`src/rtl/boot_sequencer_if.sv`:
```
// Byte-stream loader and instruction-memory write port of the boot sequencer.
//
// Handshake: a byte moves on a rising clk edge exactly when rx_valid and
// rx_ready are both high in the cycle before that edge. The producer holds
// rx_data stable while rx_valid is high. rx_valid may rise or fall at any
// time, and nothing is consumed while rx_ready is low. imem_we is a one-cycle
// strobe that carries imem_waddr and imem_wdata; the memory has no ready.
interface boot_sequencer_if #(
   parameter int ADDR_W = 10
);
   logic              rx_valid;
   logic [7:0]        rx_data;
   logic              rx_ready;
   logic              imem_we;
   logic [ADDR_W-1:0] imem_waddr;
   logic [31:0]       imem_wdata;

   // host / loader side
   modport master (
      output rx_valid, rx_data,
      input  rx_ready, imem_we, imem_waddr, imem_wdata
   );

   // boot sequencer side
   modport slave (
      input  rx_valid, rx_data,
      output rx_ready, imem_we, imem_waddr, imem_wdata
   );
endinterface

```
`src/rtl/boot_sequencer.sv`:
```
// Boot and run controller. It takes a length-prefixed little-endian program
// image from a byte stream and writes it word by word into IMEM while holding
// the core in reset. It then releases the core and counts run cycles until
// the core halts or the cycle limit is reached.
module boot_sequencer #(
   parameter int IMEM_DEPTH = 1024,
   parameter int ADDR_W     = 10,
   parameter int MAX_CYCLES = 100000
) (
   input  logic                clk,
   input  logic                rst_n,
   input  logic                start,
   boot_sequencer_if.slave     bus,
   output logic                core_rst_n,
   input  logic                core_halt,
   output logic                busy,
   output logic                done,
   output logic                err,
   output logic [1:0]          err_code,
   output logic [31:0]         cycle_count,
   output logic [2:0]          dbg_state
);

   typedef enum logic [2:0] {
      IDLE = 3'd0,
      HDR  = 3'd1,
      LOAD = 3'd2,
      RUN  = 3'd3,
      DONE = 3'd4,
      ERR  = 3'd5
   } state_t;

   state_t state, next_state;

   logic [1:0]  byte_cnt;   // byte position inside the current 32-bit word
   logic [31:0] asm_q;      // word being assembled (header or data)
   logic [31:0] len_q;      // word count N taken from the header
   logic [31:0] word_idx;   // index of the next IMEM word to write
   logic        wr_pend;    // a complete word waits to be written next edge

   logic        accept;
   logic        last_byte;
   logic        last_word;
   logic [31:0] hdr_word;
   logic        len_bad;
   logic        run_live;
   logic        count_en;
   logic        start_ok;
   logic        at_limit;

   logic        rx_ready_nxt;
   logic        core_rst_n_nxt;
   logic        busy_nxt;
   logic        done_nxt;
   logic        err_nxt;

   assign accept    = bus.rx_valid && bus.rx_ready;
   assign last_byte = (byte_cnt == 2'd3);
   assign last_word = (word_idx == (len_q - 32'd1));
   assign hdr_word  = {bus.rx_data, asm_q[23:0]};
   assign len_bad   = (hdr_word == 32'd0) || (hdr_word > 32'(IMEM_DEPTH));
   assign run_live  = (state == RUN) && core_rst_n;
   assign count_en  = run_live && !core_halt;
   assign start_ok  = start && ((state == IDLE) || (state == DONE) || (state == ERR));
   assign at_limit  = (cycle_count == 32'(MAX_CYCLES - 1));
   assign dbg_state = state;

   // State register; reset wins over everything, including start.
   always_ff @(posedge clk) begin
      if (!rst_n) begin
         state <= IDLE;
      end else begin
         state <= next_state;
      end
   end

   // Next-state decode.
   always_comb begin
      next_state = state;
      case (state)
         IDLE: begin
            if (start) next_state = HDR;
         end
         HDR: begin
            if (accept && last_byte) next_state = len_bad ? ERR : LOAD;
         end
         LOAD: begin
            // Leave only once the final word's write is being issued, so IMEM
            // is complete before the core comes out of reset.
            if (wr_pend && last_word) next_state = RUN;
         end
         RUN: begin
            if (run_live && core_halt)              next_state = DONE;
            else if (count_en && at_limit)          next_state = ERR;
         end
         DONE: begin
            if (start) next_state = HDR;
         end
         ERR: begin
            if (start) next_state = HDR;
         end
         default: next_state = IDLE;
      endcase
   end

   // Next values of the registered control outputs.
   always_comb begin
      rx_ready_nxt   = 1'b0;
      core_rst_n_nxt = 1'b0;
      busy_nxt       = 1'b0;
      done_nxt       = 1'b0;
      err_nxt        = 1'b0;
      // Stop accepting right after the final data byte; the cycle that follows
      // only issues the last write.
      if (next_state == HDR) begin
         rx_ready_nxt = 1'b1;
      end else if (next_state == LOAD) begin
         rx_ready_nxt = !((state == LOAD) && accept && last_byte && last_word);
      end
      // The core leaves reset one cycle after RUN is entered and stays out of
      // reset in DONE so its halted state can be inspected.
      core_rst_n_nxt = ((state == RUN) && ((next_state == RUN) || (next_state == DONE))) ||
                       ((state == DONE) && (next_state == DONE));
      busy_nxt = (next_state == HDR) || (next_state == LOAD) || (next_state == RUN);
      done_nxt = (state == DONE) && (next_state == DONE);
      err_nxt  = (next_state == ERR);
   end

   // Registered outputs, byte assembly, IMEM writes and the run-cycle counter.
   always_ff @(posedge clk) begin
      if (!rst_n) begin
         bus.rx_ready   <= 1'b0;
         bus.imem_we    <= 1'b0;
         bus.imem_waddr <= '0;
         bus.imem_wdata <= '0;
         core_rst_n     <= 1'b0;
         busy           <= 1'b0;
         done           <= 1'b0;
         err            <= 1'b0;
         err_code       <= 2'b00;
         cycle_count    <= '0;
         byte_cnt       <= 2'd0;
         asm_q          <= '0;
         len_q          <= '0;
         word_idx       <= '0;
         wr_pend        <= 1'b0;
      end else begin
         bus.rx_ready <= rx_ready_nxt;
         core_rst_n   <= core_rst_n_nxt;
         busy         <= busy_nxt;
         done         <= done_nxt;
         err          <= err_nxt;
         bus.imem_we  <= 1'b0;

         if (start_ok) begin
            byte_cnt    <= 2'd0;
            word_idx    <= '0;
            cycle_count <= '0;
            err_code    <= 2'b00;
            wr_pend     <= 1'b0;
         end

         if ((state == HDR) && accept) begin
            asm_q[{byte_cnt, 3'b000} +: 8] <= bus.rx_data;
            byte_cnt                       <= byte_cnt + 2'd1;
            if (last_byte) begin
               len_q <= hdr_word;
               if (len_bad) err_code <= 2'b01;
            end
         end

         if ((state == LOAD) && wr_pend) begin
            bus.imem_we    <= 1'b1;
            bus.imem_waddr <= word_idx[ADDR_W-1:0];
            bus.imem_wdata <= asm_q;
            word_idx       <= word_idx + 32'd1;
            wr_pend        <= 1'b0;
         end

         if ((state == LOAD) && accept) begin
            asm_q[{byte_cnt, 3'b000} +: 8] <= bus.rx_data;
            byte_cnt                       <= byte_cnt + 2'd1;
            if (last_byte) wr_pend <= 1'b1;
         end

         if (count_en && (cycle_count != 32'(MAX_CYCLES))) begin
            cycle_count <= cycle_count + 32'd1;
         end

         if ((state == RUN) && (next_state == ERR)) begin
            err_code <= 2'b10;
         end
      end
   end

endmodule

```
`src/flat_wrapper.sv`:
```
// flat-port wrapper written by rule: the top's interface ports become plain ports
module boot_sequencer_flat 
#(
   parameter int IMEM_DEPTH = 1024,
   parameter int ADDR_W     = 10,
   parameter int MAX_CYCLES = 100000
)
  (clk, rst_n, start, core_rst_n, core_halt, busy, done, err, err_code, cycle_count, dbg_state, bus_rx_valid, bus_rx_data, bus_rx_ready, bus_imem_we, bus_imem_waddr, bus_imem_wdata);
  boot_sequencer_if #(.ADDR_W(ADDR_W)) bus_i ();
  input  logic clk;
  input  logic rst_n;
  input  logic start;
  output logic core_rst_n;
  input  logic core_halt;
  output logic busy;
  output logic done;
  output logic err;
  output logic [1:0] err_code;
  output logic [31:0] cycle_count;
  output logic [2:0] dbg_state;
  input wire logic [$bits(bus_i.rx_valid)-1:0] bus_rx_valid;
  input wire logic [$bits(bus_i.rx_data)-1:0] bus_rx_data;
  output wire logic [$bits(bus_i.rx_ready)-1:0] bus_rx_ready;
  output wire logic [$bits(bus_i.imem_we)-1:0] bus_imem_we;
  output wire logic [$bits(bus_i.imem_waddr)-1:0] bus_imem_waddr;
  output wire logic [$bits(bus_i.imem_wdata)-1:0] bus_imem_wdata;
  assign bus_i.rx_valid = bus_rx_valid;
  assign bus_i.rx_data = bus_rx_data;
  assign bus_rx_ready = bus_i.rx_ready;
  assign bus_imem_we = bus_i.imem_we;
  assign bus_imem_waddr = bus_i.imem_waddr;
  assign bus_imem_wdata = bus_i.imem_wdata;
  boot_sequencer #(.IMEM_DEPTH(IMEM_DEPTH), .ADDR_W(ADDR_W), .MAX_CYCLES(MAX_CYCLES)) u_core (.clk(clk), .rst_n(rst_n), .start(start), .bus(bus_i), .core_rst_n(core_rst_n), .core_halt(core_halt), .busy(busy), .done(done), .err(err), .err_code(err_code), .cycle_count(cycle_count), .dbg_state(dbg_state));
endmodule
```
`config.mk`:
```
export PLATFORM = sky130hd
export DESIGN_NAME = boot_sequencer_flat
export DESIGN_NICKNAME = d
export VERILOG_FILES = /design/src/rtl/boot_sequencer_if.sv /design/src/rtl/boot_sequencer.sv /design/src/flat_wrapper.sv
export SDC_FILE = /design/constraint.sdc
export NUM_CORES = 1
export LEC_CHECK = 0
export ABC_AREA = 1
export CAP_MARGIN = 20
export CORE_UTILIZATION = 52
export CTS_CLUSTER_DIAMETER = 60
export DETAILED_ROUTE_END_ITERATION = 6
export PLACE_DENSITY = 0.83
export RECOVER_POWER = 100
export SYNTH_ARGS = -nofsm -noshare
export SYNTH_HDL_FRONTEND = slang
export SYNTH_SLANG_ARGS = --single-unit
export TNS_END_PERCENT = 50
```
`constraint.sdc`:
```
create_clock -name clk -period 2.2 [get_ports clk]
set_input_delay 0.66 -clock clk [delete_from_list [all_inputs] [get_ports clk]]
set_output_delay 0.66 -clock clk [all_outputs]
set_load 0.005 [all_outputs]
```
After elaboration in Yosys (flattened, before gate mapping):

Index checks and enable logic that the tools add are counted.

* bits in registers: 184
* bits in latches: 0
* bits in writable memories: 0
* bits in read-only memories: 0
* input bits: 13
* output and inout bits: 85
* word-level logic and storage cells: 104
* memories: 0

* add/sub/neg operators: 5
* multipliers: 0
* div/mod/pow operators: 0
* magnitude comparators: 1
* equal/unequal tests: 14
* shift operators: 2
* mux-type cells: 30
* bitwise operators: 1
* reduce and logical (&&, ||, !) cells: 34

Operators with widths (count)
* $mux W32: 6
* $add A32 B1 Y32 const B: 2
* $bwmux W32: 2
* $eq A32 B17 Y1 const B: 1
* $eq A32 B32 Y1: 1
* $gt A32 B11 Y1 const B: 1
* $logic_not A32 Y1: 1
* $ne A32 B17 Y1 const B: 1
* $shift A8 B7 Y32 const A: 1
* $shiftx A8 B7 Y32: 1
* $sub A32 B1 Y32 const B: 1
* $mux W3: 6
* $logic_and A1 B1 Y1: 17
* $mux W2: 8
* $eq A3 B2 Y1 const B: 4
* $eq A3 B3 Y1 const B: 4
* $pmux W3 S4: 1
* $logic_or A1 B1 Y1: 7
* $mux W1: 7
* $neg A5 Y7: 1
* $eq A3 B1 Y1 const B: 2
* $reduce_bool A2 Y1: 2
* $logic_not A3 Y1: 1
* $reduce_bool A3 Y1: 1
* other kinds (7): 8

Depth between registers and ports, before layout:

Gate-level depths: netlist of run 1.

* word-level depth: 11
* depth in mapped cells: 19
* gate-level depth less buffers: 19

Worst setup path after synthesis of run 1:

Ideal clock, no wire load.

* path type: register to register
* from: register u_core.byte_cnt[0]
* to: register u_core.asm_q[11]
* setup time: 0.070 ns
* arrival time: 2.107 ns
* required time: 2.130 ns
* setup slack: 0.023 ns
* cell stages (with the launch flop): 9
* path buffers: 2
* clock period less this slack: 2.177 ns
* cells stage by stage: dfxtp_1 > clkbuf_1 > clkinv_1 > ha_1 > inv_1 > nor2_1 > clkbuf_1 > nand3_1 > a21oi_1

* longest elaborated chain between the ends: 7
* elaborated cells between the ends (all ways): 8
* classes of those cells: add/sub: 1; shift: 2; mux: 5

RTL lines
* start, declared: line boot_sequencer.sv:35 `logic [1:0] byte_cnt;`
* start signal, assigned: line boot_sequencer.sv:165 `byte_cnt <= byte_cnt + 2'd1;`
* start signal, assigned: line boot_sequencer.sv:182 `byte_cnt <= byte_cnt + 2'd1;`
* $neg A5 Y7 (*): line boot_sequencer.sv:164, boot_sequencer.sv:181
* $shiftx A8 B7 Y32 or $shift A8 B7 Y32 (tied branches): line boot_sequencer.sv:164, boot_sequencer.sv:181
* $bwmux W32: line boot_sequencer.sv:164 `asm_q[{byte_cnt, 3'b000} +: 8] <= bus.rx_data;`
* $mux W32: line boot_sequencer.sv:163 `if ((state == HDR) && accept) begin`
* $mux W32: line boot_sequencer.sv:131 `if (!rst_n) begin`
* $bwmux W32: line boot_sequencer.sv:181 `asm_q[{byte_cnt, 3'b000} +: 8] <= bus.rx_data;`
* $mux W32 (*): line boot_sequencer.sv:180 `if ((state == LOAD) && accept) begin`
* end signal, assigned by index: line boot_sequencer.sv:164
* end signal, assigned by index: line boot_sequencer.sv:181
* end, declared: line boot_sequencer.sv:36 `logic [31:0] asm_q;`

Mark *: on every way between the ends. The rest lies on a longest branch, timed or not. The select of a mux whose other input is x is not followed.
A chain may end at the register's enable or synchronous reset.

Worst setup path after layout of run 1:

* from: register u_core.word_idx[0]
* to: register u_core.word_idx[26]

* longest elaborated chain between the ends: 2

RTL lines
* start, declared: line boot_sequencer.sv:38 `logic [31:0] word_idx;`
* start signal, assigned: line boot_sequencer.sv:176 `word_idx <= word_idx + 32'd1;`
* $add A32 B1 Y32: line boot_sequencer.sv:176
* $mux W32: line boot_sequencer.sv:172 `if ((state == LOAD) && wr_pend) begin`

Every way passes these cells.

==> summary.md, run 1 <==
| Metric | Value |
|---|---|
| H-tree levels | 4 |
| Clk_lat worst skew | 0.45 ns |
| CP top delay family | simple AND/OR/NAND/NOR gates |
| Final period util | 106% |
| Initial antenna violation count | 0 |
| Die Ht | 137 um |
| Critical Path AT | 2.67 ns |
| Placed Area | 11400 um2 |
| Gpl congestion | 0.946 |
| PortBufs | 97 |
| Fmax | 427 MHz |
| Max Used Layer | met4 |
| # fillers | 1437 |
| Vias in the first global route | 9775 |
| Largest net degree at the start of global routing | 88 |
| Layout cells sized above 1 | 17.2% |
| Max IR drop VDD | 0.557 mV |
| Pre-antenna DRT Iters | 6 |
| WL met2 | 13.6 mm |
| First-pass GRT wire length | 46.5 mm |
| Number of max-cap violations | 0 |
| Pins Over Slew Limit | 0 |
| Met3 routed WL | 2.61 mm |
| Post-route cell area | 12400 um2 |
| Setup crit start kind | flop |
| Hold crit path type | flop to flop |
| Commonest cells after routing, fill and taps aside | nand2_1 (247), nor2_1 (230), dfxtp_1 (168), inv_1 (138), o21ai_0 (126) |
| Clock skew | 0.0122 ns |
| CTS sink cnt | 184 |
| Hold_buf cts | 0 |
| Post-route setup slack | -0.143 ns |
| Mapped cell area | 9540 um2 |
| Final setup vio count | 9 |
| FF+latch count, synth | 184 |
| Crit-path max FO | 5 |
| Final nets | 1619 |
| Buf+Inv Stages, Crit Path | 4 |
| Post-DP HPWL | 20.6 mm |
| Core area | 18000 um2 |
| Root Buffer Master | clkbuf_16 |
| Die W | 137 um |
| Worst setup EP type | flop |
| Clk slew on worst S/H paths | 0.07 ns |
| Hold Fails Final Rpt | 0 |
| DRT antenna net count | 0 |
| Grt ovf | 0 |
| Initial DRC Count | 1053 |
| # rows | 49 |
| Total power | 6.57 mW |
| Total die area | 18900 um2 |
| Crit path required time | 2.53 ns |
| Via count | 10.5k |
| YS warnings | 0 |
| Initial Util | 53.1% |
| Crit path kind | flop to flop |
| Most common cell after layout, fill and taps aside | nand2_1 |
| GRT Util Overall | 31.3% |
| I/O Pins | 98 |
| RSZ-0062 raised after global routing | yes |
| Routed WL | 29.7 mm |
| Ant. Diodes | 0 |
| WL per Instance | 16.1 um |
| Max_slew headroom | 66.4% |
| CTS tree | built |
| Pwr dens | 531 nW/um2 |
| CTS Buf Count | 17 |
| Minimum clock period | 2.34 ns |
| Via/cell ratio | 5.72 |
| Clock Tree Buf Depth | 2 |
| Outcome | finished with violations |
| Crit path largest cell delay | 0.45 ns |
| Crit-path cells | ha_4 -> nand3_4 -> nor2_4 -> inv_2 -> nor2_4 -> buf_4 -> buf_4 -> nand3_1 -> nor2_1 -> nand2_1 -> inv_1 -> nand3_1 -> o21ai_0 -> a21oi_1 |
| P&R area growth vs syn | 29.8% |
| Met1 Routed Length | 12.3 mm |
| Lkg Pwr | 5.22 nW |
| Cell count after synthesis | 1417 |
| Unique masters post-synth | 49 |
| Violated checks | setup timing |
| Worst slew pin tran | 0.504 ns |
| CP max-delay cell | dfxtp_1 |
| DRC Markers | 0 |
| Seq/Total Area, Yosys | 38.6% |
| Post-Syn Nets | 1438 |
| Avg Inst Size Synth | 6.73 um2 |
| Final core occ | 68.9% |
-- flip-flops by register name (all words and copies together), names as in the netlist, 2 cells and up --
signal                 cells
u_core.asm_q              32
u_core.word_idx           32
u_core.bus.imem_waddr     10
u_core.err_code            2
u_core.cycle_count        32
u_core.bus.imem_wdata     32
u_core.dbg_state           3
u_core.byte_cnt            2
u_core.len_q              32
-- path summary, 6_finish.rpt --
check	depth (start not counted)	endpoint	slack, ns	from
max	14	u_core.word_idx[26]$_SDFFE_PN0P_	-0.14	u_core.word_idx[0]$_SDFFE_PN0P_
min	1	u_core.cycle_count[0]$_SDFFE_PN0P_	0.48	u_core.cycle_count[0]$_SDFFE_PN0P_
max reg2reg	14	u_core.word_idx[26]$_SDFFE_PN0P_	-0.14	u_core.word_idx[0]$_SDFFE_PN0P_
min reg2reg	1	u_core.cycle_count[0]$_SDFFE_PN0P_	0.48	u_core.cycle_count[0]$_SDFFE_PN0P_
-- cells in the mapped netlist, drive strengths merged --
cell type,number,area share (%)
o2111ai,2,0.18
nor4,10,0.66
a32oi,1,0.092
or3,1,0.066
a32o,1,0.10
buf,10,0.46
nand4,26,1.7
inv,153,6.0
nand3b,2,0.16
o311a,1,0.10
a22oi,4,0.31
nand3,76,4.1
o21ai,133,7.0
or2,4,0.26
o31ai,1,0.079
xnor2,10,0.92
o211ai,3,0.24
nor3,39,2.5
clkinv,2,0.079
o21bai,4,0.31
clkbuf,41,1.6
o21a,1,0.079
a21oi,96,5.1
or4,1,0.079
a2bb2oi,1,0.092
nand2,267,11
a221oi,4,0.37
a31oi,7,0.46
o22ai,3,0.20
ha,8,1.0
xor2,24,2.2
a311oi,3,0.28
dfxtp,184,39
and3,3,0.20
a211oi,14,1.1
nor2,277,12
-- per-layer routing --
| metal | up-vias | track usage [%] |
|---|---|---|
| li1 | 5008 | - |
| met4 | 0 | 15.0 |
| met3 | 97 | 5.04 |
| met5 | - | 0 |
| met2 | 528 | 50.9 |
| met1 | 4889 | 40.3 |
-- cell type report --
type                    instances  area, um2  share of cell area [%]
clock inverters                13        114                   0.920
multi-input cells            1027       5360                    43.3
well taps                     229        287                    2.31
repair buffers                213       1910                    15.4
clock buffers                  18        429                    3.47
inverters                     155        582                    4.70
flip-flops and latches        184       3710                    29.9
-- power by group --
group | switching [mW] | leakage, nW | internal [mW]
Combinational | 0.198 | 3.47 | 0.116
Clock | 1.43 | 0.265 | 1.48
Sequential | 0.0123 | 1.49 | 3.34
Total | 1.64 | 5.22 | 4.93
-- cell families (layout without fill, tap and decap cells) --
family	after synthesis	count (layout)	share of synthesized area, %
AND/OR/NAND/NOR	706	706	32.9
AO/OA/AOI/OAI	279	279	16.1
buffers and inverters	206	399	8.17
flip-flops	184	184	38.6
XOR/XNOR	34	34	3.12
adder cells (fa/ha/maj)	8	8	1.05
-- per-stage QoR --
| step | worst slack (ns) | std cells | setup TNS, ns | hold slack (ns) |
|---|---|---|---|---|
| after floorplan | 0.0235 | 1417 | 0 | 0.448 |
| after global placement | -0.328 | 1796 | -2.53 | 0.464 |
| after detailed placement | -0.444 | 1796 | -7.31 | 0.471 |
| after CTS | -0.0533 | 1828 | -0.0662 | 0.483 |
| after global routing | -0.238 | 1839 | -1.98 | 0.506 |
| final | -0.143 | 1839 | -0.501 | 0.477 |
-- repair_timing --
item,4_1_cts,5_1_grt
gates cloned,0,0
gates resized for setup,11,79
setup buffers,2,11
pin swaps,14,33
setup endpoints to repair,6,26
Power figures use the tool's default switching activity.
==> inputs of run 2 (changes only) <==
Settings changed: CELL_PAD_IN_SITES_DETAIL_PLACEMENT from default to 1, CELL_PAD_IN_SITES_GLOBAL_PLACEMENT from default to 2, CORE_UTILIZATION 52 to 29.
==> run 2 against run 1 <==
Compared with the run above: the run still ends with setup timing left; core utilization decreased by 28 points; first-iteration DRC count decreased by 46%; clock skew decreased by 0.0022 ns; sequential cell count unchanged; design area increased by 6.8%; sequential share of layout area decreased by 1.9 points; via count decreased by 1.8%; total power increased by 6.0%; setup slack improved by 0.036 ns; die area increased by 78%; hold slack improved by 0.0033 ns; critical endpoint is now u_core.word_idx[21]$_SDFFE_PN0P_.
==> summary.md, run 2 (synthesized netlist as in run 1, its figures left out) <==
| Metric | Value |
|---|---|
| Crit-path max FO | 4 |
| Crit path required time | 2.55 ns |
| Hold_buf cts | 0 |
| Max_slew headroom | 40.0% |
| Cells after DPL | 2056 |
| Post-DP HPWL | 26.8 mm |
| CTS tree | built |
| First-pass GRT wire length | 56.1 mm |
| # rows | 66 |
| Grt ovf | 0 |
| Routed WL | 36.0 mm |
| Crit path kind | flop to flop |
| Total power | 6.96 mW |
| Die Ht | 183 um |
| Internal reg-to-reg setup slack | -0.11 ns |
| Most common cell after layout, fill and taps aside | nand2_1 |
| Layout cells sized above 1 | 21.0% |
| CP max-delay cell | dfxtp_4 |
| Via/cell ratio | 4.90 |
| Clock skew | 0.00997 ns |
| H-tree levels | 4 |
| Final setup vio count | 2 |
| Fmax | 433 MHz |
| Hold crit path type | flop to flop |
| Clk_lat worst skew | 0.45 ns |
| Initial Util | 29.4% |
| Total die area | 33600 um2 |
| Vias in the first global route | 10.4k |
| Commonest cells after routing, fill and taps aside | nand2_1 (236), nor2_1 (213), dfxtp_1 (170), inv_1 (138), buf_4 (133) |
| Placement Setup Slack | -0.566 ns |
| Final nets | 1674 |
| Clock Tree Buf Depth | 2 |
| Pins Over Slew Limit | 0 |
| Root Buffer Master | clkbuf_16 |
| Pwr dens | 527 nW/um2 |
| Core area | 32500 um2 |
| DRC Markers | 0 |
| Via count | 10.3k |
| Die W | 183 um |
| RSZ-0062 raised after global routing | yes |
| I/O Pins | 98 |
| WL per Instance | 17.1 um |
| Worst slew pin tran | 0.900 ns |
| Hold Fails Final Rpt | 0 |
| Gpl congestion | 0.841 |
| Crit path largest cell delay | 0.42 ns |
| Max IR drop VDD | 0.533 mV |
| Outcome | finished with violations |
| GRT Util Overall | 21.5% |
| Pre-antenna DRT Iters | 5 |
| CP most frequent cell | nor2_4 |
| DRT antenna net count | 0 |
| Post-route setup slack | -0.107 ns |
| Lkg Pwr | 5.77 nW |
| Largest net degree at the start of global routing | 66 |
| Critical Path AT | 2.65 ns |
| CTS Buf Count | 17 |
| Worst setup EP type | flop |
| # fillers | 4053 |
| Final period util | 105% |
| Violated checks | setup timing |
| Initial antenna violation count | 1 |
| Crit-path cells | buf_6 -> nand3_4 -> nor2_4 -> nand2_2 -> nor2_4 -> nand2_2 -> nor2_4 -> nand3_2 -> nor3_4 -> nand4_1 -> nor3_2 -> nand2_1 -> o21ai_2 -> nor2_2 |
| Clk slew on worst S/H paths | 0.07 ns |
| Layout Cells excl Fill | 2108 |
| PortBufs | 97 |
| Minimum clock period | 2.31 ns |
| CTS sink cnt | 184 |
| P&R area growth vs syn | 38.6% |
| Initial DRC Count | 565 |
| Setup crit start kind | flop |
| Number of max-cap violations | 0 |
==> run 2: cell count changes in the layout (fill, tap and decap cells not counted), moves of 7 or more <==
| cell | delta |
|---|---|
| clkbuf_1 | +9 |
| clkdlybuf4s50_1 | -64 |
| nor2_2 | +7 |
| buf_4 | +22 |
| nand2_1 | -11 |
| dlygate4sd3_1 | +66 |
| nand2_2 | +8 |
| nor2_1 | -17 |
| nor2_4 | +10 |
| clkbuf_2 | +12 |
==> run 2: critical path, delay by kind of cell, from the launching register on <==
| kind | cells | cell delay [ns] |
|---|---|---|
| AOI/OAI and AO/OA | 1 | 0.15 |
| and+or+nand+nor | 12 | 1.50 |
| buffers and inverters | 1 | 0.12 |
| DFF | 1 | 0.42 |
==> run 2: metal layers <==
layer / wire length (um) / vias to the layer above / track usage [%]
met5: 0 / - / 0
met4: 576 / 0 / 6.00
met3: 1390 / 38 / 3.99
met2: 17300 / 166 / 36.2
met1: 16800 / 5011 / 27.8
li1: - / 5122 / -
==> run 2: area by class of cell <==
| type | instances | area (um2) | share of cell area, % |
|---|---|---|---|
| multi-input cells | 1027 | 5510 | 41.7 |
| clock buffers | 19 | 443 | 3.35 |
| clock inverters | 12 | 165 | 1.25 |
| flip-flops and latches | 184 | 3710 | 28.0 |
| well taps | 442 | 553 | 4.18 |
| diodes | 1 | 2.50 | 0.0189 |
| inverters | 155 | 582 | 4.40 |
| repair buffers | 268 | 2260 | 17.1 |
==> run 2: repair_timing <==
action                                  CTS  global route
gates resized for setup                  42           101
endpoints found under the setup margin   15            41
endpoints found under the hold margin     0             0
setup buffers                             4            16
pin swaps                                15            51
==> run 2: worst paths after layout <==
check | from | endpoint | depth (start not counted)
hold reg to reg | u_core.bus.imem_wdata[8]$_SDFFE_PN0P_ | u_core.bus.imem_wdata[8]$_SDFFE_PN0P_ | 2
setup reg to reg | u_core.word_idx[0]$_SDFFE_PN0P_ | u_core.word_idx[21]$_SDFFE_PN0P_ | 14
hold / removal | u_core.bus.imem_wdata[8]$_SDFFE_PN0P_ | u_core.bus.imem_wdata[8]$_SDFFE_PN0P_ | 2
setup / recovery | u_core.word_idx[0]$_SDFFE_PN0P_ | u_core.word_idx[21]$_SDFFE_PN0P_ | 14
==> run 2: where the power goes <==
group          switching, mW  internal [mW]
Sequential           0.00875           3.34
Clock                   1.45           1.83
Combinational          0.219          0.118
==> run 2: metrics by stage <==
step                      util (%)  hold slack (ns)  cell area [um2]  setup TNS [ns]
after global placement        37.3            0.466            12100           -4.66
after global routing          40.7            0.495            13200           -4.39
after floorplan                  -            0.448             9540               0
final                         40.7            0.480            13200          -0.117
after detailed placement      37.3            0.473            12100           -7.28
after CTS                     39.7            0.489            12900         -0.0435
==> inputs of run 3 (changes only) <==
Settings changed: ABC_AREA 1 to default, CORE_UTILIZATION 29 to 34, PLACE_DENSITY 0.83 to 0.86, TNS_END_PERCENT 50 to 100.
Clock period 2.2 ns to 2.38 ns, I/O delays scaled along.
==> run 3 against run 2 <==
Compared with the run above: via count decreased by 7.4%; highest routed layer unchanged; hold slack got worse by 0.018 ns; maximum frequency shrank 18%; the flow still finishes with violations (setup timing).
==> summary.md, run 3 <==
| Metric | Value |
|---|---|
| Post-route setup slack | -0.420 ns |
| Root Buffer Master | clkbuf_16 |
| DRT antenna net count | 0 |
| Initial DRC Count | 525 |
| Final nets | 1446 |
| Most frequent cell after synthesis | nand2_1 |
| Largest area contributor in the netlist | dfxtp_1 |
| Hold Fails Final Rpt | 0 |
| Cell count after synthesis | 1190 |
| Number of max-cap violations | 0 |
| Layout Cells excl Fill | 1810 |
| Post-synth EDFFs | 0 |
| Via count | 9568 |
| Ant. Diodes | 0 |
| Internal reg-to-reg setup slack | -0.42 ns |
| Power Internal | 4.59 mW |
| Crit path required time | 2.75 ns |
| I/O Pins | 98 |
| Post-route cell area | 12800 um2 |
| Max IR drop VDD | 0.426 mV |
| Clock skew | 0.0135 ns |
| # rows | 60 |
| Fmax | 357 MHz |
| Unique masters post-synth | 69 |
| Cells after DPL | 1771 |
| Lkg Pwr | 5.15 nW |
| Minimum clock period | 2.80 ns |
| Reg2reg end | u_core.err_code[1]$_SDFF_PN0_ |
| Worst setup EP type | flop |
| Total die area | 28400 um2 |
| Final period util | 118% |
| Crit-path max FO | 4 |
| Clk_lat worst skew | 0.44 ns |
| Placed Area | 12100 um2 |
| Pins Over Slew Limit | 0 |
| Crit path largest cell delay | 0.51 ns |
| Mapped cell area | 9420 um2 |
| Worst setup path end | u_core.err_code[1]$_SDFF_PN0_ |
| P&R area growth vs syn | 35.9% |
| WL per Instance | 17.9 um |
| Grt ovf | 0 |
| Commonest cells after routing, fill and taps aside | nand2_1 (263), dfxtp_1 (176), buf_4 (175), a21boi_0 (119), dlygate4sd3_1 (74) |
| Worst Reg2Reg Path Length in Cells | 10 |
| PortBufs | 97 |
| Switching power total | 1.60 mW |
| GRT Util Overall | 23.0% |
| Vias in the first global route | 9627 |
| CTS tree | built |
| FF+latch count, synth | 184 |
| Initial antenna violation count | 1 |
| Initial Util | 34.8% |
| CP max-delay cell | or4b_4 |
| Crit-path cells | inv_2 -> ha_4 -> or4b_4 -> nor3_4 -> nand4_1 -> or4_4 -> a2111oi_4 -> a31oi_4 -> buf_6 -> o21ai_2 |
| Clock Tree Buf Depth | 2 |
| Critical Path AT | 3.17 ns |
| Comb pwr share | 4.0% |
| Via/cell ratio | 5.29 |
| Routed WL | 32.5 mm |
| Crit path kind | flop to flop |
| Outcome | finished with violations |
| Setup crit start kind | flop |
| Total negative slack | -2.78 ns |
| Hold_sp | u_core.bus.imem_wdata[3]$_SDFFE_PN0P_ |
| Largest net degree at the start of global routing | 60 |
| Top FF cell, synth | dfxtp_1 |
| Placement Setup Slack | -0.917 ns |
| H-tree levels | 4 |
| Switching share of total power | 25.8% |
| Die W | 168 um |
| Clock power frac | 46.1% |
| Pre-antenna DRT Iters | 4 |
| Synth area leaders | dfxtp_1 (39%), nand2_1 (11%), a21boi_0 (9.6%) |
| Final setup vio count | 8 |
| Die Ht | 168 um |
| Post-Syn Nets | 1211 |
| Seq/Total Area, Yosys | 39.1% |
| Post-DP HPWL | 24.0 mm |
| CTS Buf Count | 17 |
| Hold crit path type | flop to flop |
| CTS sink cnt | 184 |
| Core area | 27100 um2 |
| First-pass GRT wire length | 52.0 mm |
| Yosys top cell area share | 39.1% |
| Reg power frac | 49.9% |
| Most common cell after layout, fill and taps aside | nand2_1 |
| DRC Markers | 0 |
| Layout cells sized above 1 | 19.5% |
| Async S/R FF share, synth | 0% |
| Violated checks | setup timing |
| Worst slew pin tran | 0.796 ns |
| Launch point of the worst path | u_core.len_q[0]$_SDFFE_PN0P_ |
| Gpl congestion | 0.858 |
| Hold slack | 0.462 ns |
| Pwr dens | 483 nW/um2 |
| FF-to-FF Start | u_core.len_q[0]$_SDFFE_PN0P_ |
| Post-synth top cells | nand2_1 (265), dfxtp_1 (184), a21boi_0 (121), nand3_1 (71) |
| Max_slew headroom | 46.8% |
| Avg Inst Size Synth | 7.92 um2 |
| Clk slew on worst S/H paths | 0.07 ns |
| RSZ-0062 raised after global routing | yes |
| YS warnings | 0 |
-- run 3: kinds of logic (layout without fill, tap and decap cells) --
kind of cell | count (synthesis) | count (layout) | share of synthesized area (%)
fa+ha+maj | 8 | 8 | 1.06
buf+inv | 89 | 337 | 3.74
compound gates | 247 | 247 | 19.0
xor+xnor | 40 | 40 | 3.72
mux | 8 | 8 | 0.850
flops | 184 | 184 | 39.1
simple gates | 614 | 614 | 32.5
-- run 3: how the worst min path moves through the flow --
stage / endpoint / slack [ns] / cells after the start
global route: u_core.bus.imem_waddr[7]$_SDFFE_PN0P_ / 0.49 / 2
global placement: u_core.asm_q[24]$_SDFF_PN0_ / 0.45 / 2
detailed placement: u_core.bus.imem_wdata[3]$_SDFFE_PN0P_ / 0.46 / 2
CTS: u_core.bus.imem_wdata[3]$_SDFFE_PN0P_ / 0.47 / 2
finish: u_core.bus.imem_wdata[3]$_SDFFE_PN0P_ / 0.46 / 2
floorplan: u_core.asm_q[24]$_SDFF_PN0_ / 0.44 / 2
-- run 3: layout make-up --
type | instances | area [um2]
clock inverter | 15 | 154
clock buffer | 17 | 425
timing repair buffer | 289 | 2410
fill | 3241 | 14300
sequential | 184 | 3690
inverter | 16 | 60.1
multi-input combinational | 917 | 5600
tap | 372 | 465
-- run 3: power by group through the flow --
stage | Clock [mW] | Sequential, mW | Combinational, mW
global placement | 0 | 3.16 | 0.241
floorplan | 0 | 3.16 | 0.111
CTS | 2.92 | 3.09 | 0.249
global route | 3.04 | 3.09 | 0.264
detailed placement | 0 | 3.16 | 0.244
finish | 2.86 | 3.09 | 0.247
-- run 3: worst max-delay path: cells and delay by family, from the launching register on --
family / cells / cell delay (ns)
buffers and inverters: 2 / 0.21
flip-flops: 1 / 0.33
AO/OA/AOI/OAI: 3 / 0.77
AND/OR/NAND/NOR: 4 / 1.28
adder cells (fa/ha/maj): 1 / 0.14
-- run 3: routing by layer --
metal	up-vias	wire length, um	GRT usage, %
li1	4646	-	-
met3	26	912	2.78
met1	4766	15400	30.8
met2	130	15700	39.3
met5	-	0	0
met4	0	411	5.69
-- run 3: timing repair --
action	in CTS	in global routing
hold buffers	0	0
gates resized for setup	12	41
pin swaps	2	17
setup buffers	2	5
endpoints found under the setup margin	15	24
-- run 3: stage by stage --
step | utilization [%] | total power [mW]
after floorplan | - | 3.27
after global placement | 44.5 | 3.40
after detailed placement | 44.5 | 3.41
after CTS | 46.9 | 6.25
after global routing | 47.3 | 6.39
final | 47.3 | 6.19
